==> config.mk <==
export PLATFORM = sky130hd
export DESIGN_NAME = cache_fill_arbiter
export DESIGN_NICKNAME = d
export VERILOG_FILES = /design/src/rtl/cache_pkg.sv /design/src/rtl/cache_fill_arbiter_counter.sv /design/src/rtl/cache_fill_arbiter.sv
export SDC_FILE = /design/constraint.sdc
export NUM_CORES = 1
export LEC_CHECK = 0
export ABC_AREA = 1
export CORE_MARGIN = 5
export CORE_UTILIZATION = 46
export CTS_BUF_LIST = sky130_fd_sc_hd__clkbuf_8
export DETAILED_ROUTE_END_ITERATION = 7
export GPL_ROUTABILITY_DRIVEN = 0
export GPL_TIMING_DRIVEN = 1
export PLACE_DENSITY = 0.88
export SYNTH_ARGS = -nofsm -noshare
export SYNTH_HDL_FRONTEND = slang
export SYNTH_SLANG_ARGS = --single-unit
==> constraint.sdc <==
create_clock -name clk -period 3.1 [get_ports clk]
set_input_delay 0.465 -clock clk [delete_from_list [all_inputs] [get_ports clk]]
set_output_delay 0.465 -clock clk [all_outputs]
set_load 0.03 [all_outputs]
==> src/rtl/cache_pkg.sv <==
// cache_pkg: shared types and default sizing for the cache refill arbiter
package cache_pkg;
  localparam int WORDS = 8;
  localparam int OFF_W = $clog2(WORDS);
  localparam int MEM_LAT = 4;
  typedef enum logic [1:0] {ST_IDLE, ST_FILL, ST_DONE} state_e;
  typedef enum logic [1:0] {OWN_NONE, OWN_I, OWN_D} owner_e;
endpackage

==> src/rtl/cache_fill_arbiter_counter.sv <==
// fill_word_counter: saturating word counter with synchronous clear and enable
module fill_word_counter #(
  parameter int W = 4,
  parameter int MAX = 8
) (
  input  logic         clk,
  input  logic         rst_n,
  input  logic         clr_i,
  input  logic         en_i,
  output logic [W-1:0] cnt_o
);
  logic [W-1:0] cnt_q, cnt_d;
  assign cnt_d = clr_i ? '0 : (en_i && cnt_q != W'(MAX)) ? cnt_q + 1'b1 : cnt_q;
  assign cnt_o = cnt_q;
  always_ff @(posedge clk or negedge rst_n) begin
    if (!rst_n) cnt_q <= '0;
    else cnt_q <= cnt_d;
  end
endmodule

==> src/rtl/cache_fill_arbiter.sv <==
// cache_fill_arbiter: grants the shared memory read port to I/D cache refills
// and steers returning words into the owning cache, D side first.
module cache_fill_arbiter import cache_pkg::*; #(
  parameter int WORDS = cache_pkg::WORDS,
  parameter int MEM_LAT = cache_pkg::MEM_LAT
) (
  input  logic                     clk,
  input  logic                     rst_n,
  input  logic                     i_miss_i,
  input  logic [15:0]              i_miss_addr_i,
  input  logic                     d_miss_i,
  input  logic [15:0]              d_miss_addr_i,
  output logic                     mem_en_o,
  output logic [15:0]              mem_addr_o,
  input  logic                     mem_data_valid_i,
  input  logic [15:0]              mem_data_in_i,
  output logic                     fill_we_i_o,
  output logic                     fill_we_d_o,
  output logic [$clog2(WORDS)-1:0] fill_word_o,
  output logic [15:0]              fill_data_o,
  output logic                     tag_we_i_o,
  output logic                     tag_we_d_o,
  output logic                     busy_o
);
  localparam int OW = $clog2(WORDS);
  localparam int CW = OW + 1;
  localparam int BW = 16 - OW - 1;
  localparam bit CFG_OK = WORDS >= 2 && (WORDS & (WORDS - 1)) == 0 && MEM_LAT >= 1;
  state_e state_q, state_d;
  owner_e owner_q, owner_d;
  logic [BW-1:0] base_q, base_d;
  logic mem_en_q, mem_en_d, busy_q, busy_d;
  logic [15:0] mem_addr_q, mem_addr_d;
  logic [CW-1:0] issue_cnt, recv_cnt;
  logic grant, recv_v, last, unused_ok;
  assign grant = CFG_OK && state_q == ST_IDLE && (d_miss_i || i_miss_i);
  assign recv_v = state_q == ST_FILL && mem_data_valid_i;
  assign last = recv_v && recv_cnt == CW'(WORDS - 1);
  assign unused_ok = ^{i_miss_addr_i[OW:0], d_miss_addr_i[OW:0]};
  // issue_cnt holds the index of the word currently on mem_addr
  fill_word_counter #(.W(CW), .MAX(WORDS)) u_issue (
    .clk(clk), .rst_n(rst_n), .clr_i(grant), .en_i(mem_en_q), .cnt_o(issue_cnt)
  );
  fill_word_counter #(.W(CW), .MAX(WORDS)) u_recv (
    .clk(clk), .rst_n(rst_n), .clr_i(grant || last), .en_i(recv_v), .cnt_o(recv_cnt)
  );
  always_comb begin
    state_d = grant ? ST_FILL : last ? ST_DONE : state_q == ST_DONE ? ST_IDLE : state_q;
    owner_d = grant ? (d_miss_i ? OWN_D : OWN_I) : state_q == ST_DONE ? OWN_NONE : owner_q;
    base_d = !grant ? base_q : d_miss_i ? d_miss_addr_i[15:OW+1] : i_miss_addr_i[15:OW+1];
    mem_en_d = grant || (state_q == ST_FILL && mem_en_q && issue_cnt < CW'(WORDS - 1));
    mem_addr_d = !mem_en_d ? '0 :
      {base_d, grant ? {OW{1'b0}} : issue_cnt[OW-1:0] + 1'b1, 1'b0};
    busy_d = state_d != ST_IDLE;
  end
  always_ff @(posedge clk or negedge rst_n) begin
    if (!rst_n) begin
      state_q <= ST_IDLE;
      owner_q <= OWN_NONE;
      base_q <= '0;
      mem_en_q <= 1'b0;
      mem_addr_q <= '0;
      busy_q <= 1'b0;
    end else begin
      state_q <= state_d;
      owner_q <= owner_d;
      base_q <= base_d;
      mem_en_q <= mem_en_d;
      mem_addr_q <= mem_addr_d;
      busy_q <= busy_d;
    end
  end
  assign mem_en_o = mem_en_q;
  assign mem_addr_o = mem_addr_q;
  assign busy_o = busy_q;
  assign fill_we_i_o = recv_v && owner_q == OWN_I;
  assign fill_we_d_o = recv_v && owner_q == OWN_D;
  assign tag_we_i_o = last && owner_q == OWN_I;
  assign tag_we_d_o = last && owner_q == OWN_D;
  assign fill_word_o = recv_cnt[OW-1:0];
  assign fill_data_o = mem_data_in_i;
endmodule

==> impl_results.md <==
- First-pass GRT wire length: 6730 microns
- Initial antenna violation count: 0
- Inserted Diodes: 0
- Share of cells above drive strength 1: 6.55%
- Final Worst Setup Slack: 363 ps
- Critical Path RT: 2630 ps
- CP Class: in2out
- Asr flop ratio synth: 100%
- Post-CTS sizing: 0
- Clock skew: 6.95 ps
- Pwr Total: 0.942 mW
- I/O pin count: 94
- Syn Inst Count: 256
- Vias in the first global route: 1523
- Max Cap Viol: 0
- Overflow after GRT: 0
- Via count: 1620
- R2R Setup Slk: 1620 ps
- Final setup violation count: 0
- Starting density of the core: 47.3%
- Clk slew on worst S/H paths: 80 ps
- Flops & latches, synth: 41
- Post CTS Setup Buffer Count: 0
- PD cells: 372 mW/mm^2
- CTS tree: done
- End of the worst register-to-register path: u_recv.cnt_o[3]
- WL per Instance: 11.6 microns
- Final Hold Vio Count: 0
- Post-synth EDFFs: 0
- CP endpoint: tag_we_d_o
- Synth area leader: dfrtp_1
- Die width: 76.9 microns
- Largest net degree at the start of global routing: 42
- Mapped cell area: 0.00206 sq mm
- CP Launch Type: input pin
- DRC: 0
- Top cells by area, synth: dfrtp_1 50%, nand2_1 16%, buf_4 8.4%, inv_1 7.7%, o21ai_0 4.4%
- Yosys warns: 0
- Netlist cell types: 23
- Setup tns final: 0 ps
- Final nets: 346
- Worst r2r path cells: 6
- DR vias/cell: 4.74
- Sequential fraction of the synthesis area: 49.8%
- P_leak: 1.38 nW
- CP max FO: 4
- Count leader, synth: nand2_1
- Synth top area share: 49.8%
- Crit path max-delay cell type: clkdlybuf4s50_1
- Status: finished, final reports clean
- Detailed Route WL: 3980 microns
- Crit path launch: mem_data_valid_i
- Ys flop type: dfrtp_1
- Hold/Removal Path Class: in2async
- Pre-CTS setup slack: 357 ps
- CP endpoint kind: primary output
- Core area: 0.00435 sq mm
- First-pass DRT Iterations: 4
- ANT nets after route: 0
- Arr. time, crit path: 2270 ps
- Final count of pins violating max slew: 0
- Syn_nets: 313
- Peak supply drop: 0.183 mV
- Chain of cells forming the critical path: clkdlybuf4s50_1 -> nand3_1 -> nor2_1 -> inv_1 -> nor3_1 -> clkdlybuf4s50_1
- Commonest cells post-synth: 85 x nand2_1, 42 x inv_1, 41 x dfrtp_1, 23 x buf_4, 18 x o21ai_0
- Hold-fix buffers at CTS: 0
- Synthesized area per cell: 8.04 sq um
- Placed inst area: 0.00244 sq mm
- GRT Util Overall: 14.1%
- Starting DRT DRC Count: 78
- Fmax: 365 MHz
- RSZ-0062 raised after global routing: false
- Full die area: 0.00591 sq mm
- Rel. slew slack: 40.4%
- Final period utilization: 88.3%
- CTS HTree Levels: 2
- Design Area, Final: 0.00253 sq mm
- Chip height: 76.9 microns
- Minimum clock period: 2740 ps
- FF-to-FF Start: state_q[0]
- I/O Buffers: 52
- Measured slew at the worst slew-check pin: 894 ps
- CTS Buffer Depth: 2
- Clock latency on the worst-skew pair: 290 ps
- Root Driver: clkbuf_8
- Total CTS buffers: 5
- Site Rows: 24
- CP peak stage delay: 700 ps
- Most frequent CP cell: clkdlybuf4s50_1
- HPWL after DPL: 2920 microns
- Area delta synth->final: 22.9%
- CTS sink count: 41
through the flow:
stage | util [%] | hold slack [ps] | cells
after global placement | 56.1 | 458 | 334
final | 58.1 | 279 | 342
after floorplan | - | 169 | 256
after detailed placement | 56.1 | 462 | 334
after global routing | 58.1 | 376 | 342
after CTS | 58.1 | 323 | 342
worst max-delay path, delay by kind of cell:
| kind | cells | cell delay (ps) |
|---|---|---|
| buffers and inverters | 3 | 1300 |
| and+or+nand+nor | 3 | 500 |
cell type report:
class	count	area, sq um
Clock inverter	3	17.5
Fill cell	382	1830
Tap cell	52	65.1
Inverter	44	165
Multi-Input combinational cell	144	663
Clock buffer	5	68.8
Sequential cell	41	1030
Timing Repair Buffer	53	523
layer usage:
metal / GRT usage [%] / wire, microns
met5: 0 / 0
met2: 23.7 / 1900
met1: 15.7 / 1610
met4: 5.24 / 48
met3: 6.09 / 422
how the worst min path moves through the flow:
stage / slack (ps) / cells past startpoint / start / to
floorplan: 170 / 0 / rst_n / base_q[0]
global placement: 460 / 2 / base_q[6] / base_q[6]
detailed placement: 460 / 2 / base_q[10] / base_q[10]
CTS: 320 / 1 / rst_n / u_issue.cnt_o[3]
global route: 380 / 1 / rst_n / u_recv.cnt_o[0]
finish: 280 / 1 / rst_n / u_recv.cnt_o[0]
where the power goes:
part	total [mW]	leakage (nW)	internal (mW)	switching [mW]
clock	0.345	0.0439	0.155	0.189
combinational	0.0627	0.799	0.0357	0.0269
sequential	0.534	0.537	0.534	0
total	0.942	1.38	0.725	0.216
cells in the final DEF, fill, tap and decap left out, types with 2 or more instances in the layout:
cell,synthesis,layout
nand2_1,85,85
o21ai_1,2,2
clkinv_2,0,2
nand4_1,3,3
dfrtp_1,41,41
nor3_1,4,4
inv_2,2,2
nor2_1,8,8
nor2_2,3,3
inv_1,42,42
clkbuf_8,0,5
clkdlybuf4s50_1,0,51
o21ai_0,18,18
ha_1,4,4
nand3_1,10,10
kinds of logic (layout without fill, tap and decap cells):
logic type | after synthesis | count (layout) | synth area share [%]
AND/OR/NAND/NOR | 116 | 116 | 23.4
other | 1 | 1 | 0.182
adder cells (fa/ha/maj) | 4 | 4 | 2.43
AO/OA/AOI/OAI | 23 | 23 | 6.20
flip-flops | 41 | 41 | 49.8
buffers and inverters | 71 | 105 | 17.9
sequential cells by signal, summed over array words and instances, names as in the netlist:
register / cells
owner_q: 2
base_q: 12
mem_addr_o: 15
u_recv.cnt_o: 4
state_q: 2
u_issue.cnt_o: 4
busy_o: 1
mem_en_o: 1
(Power assumes the default switching activity.)
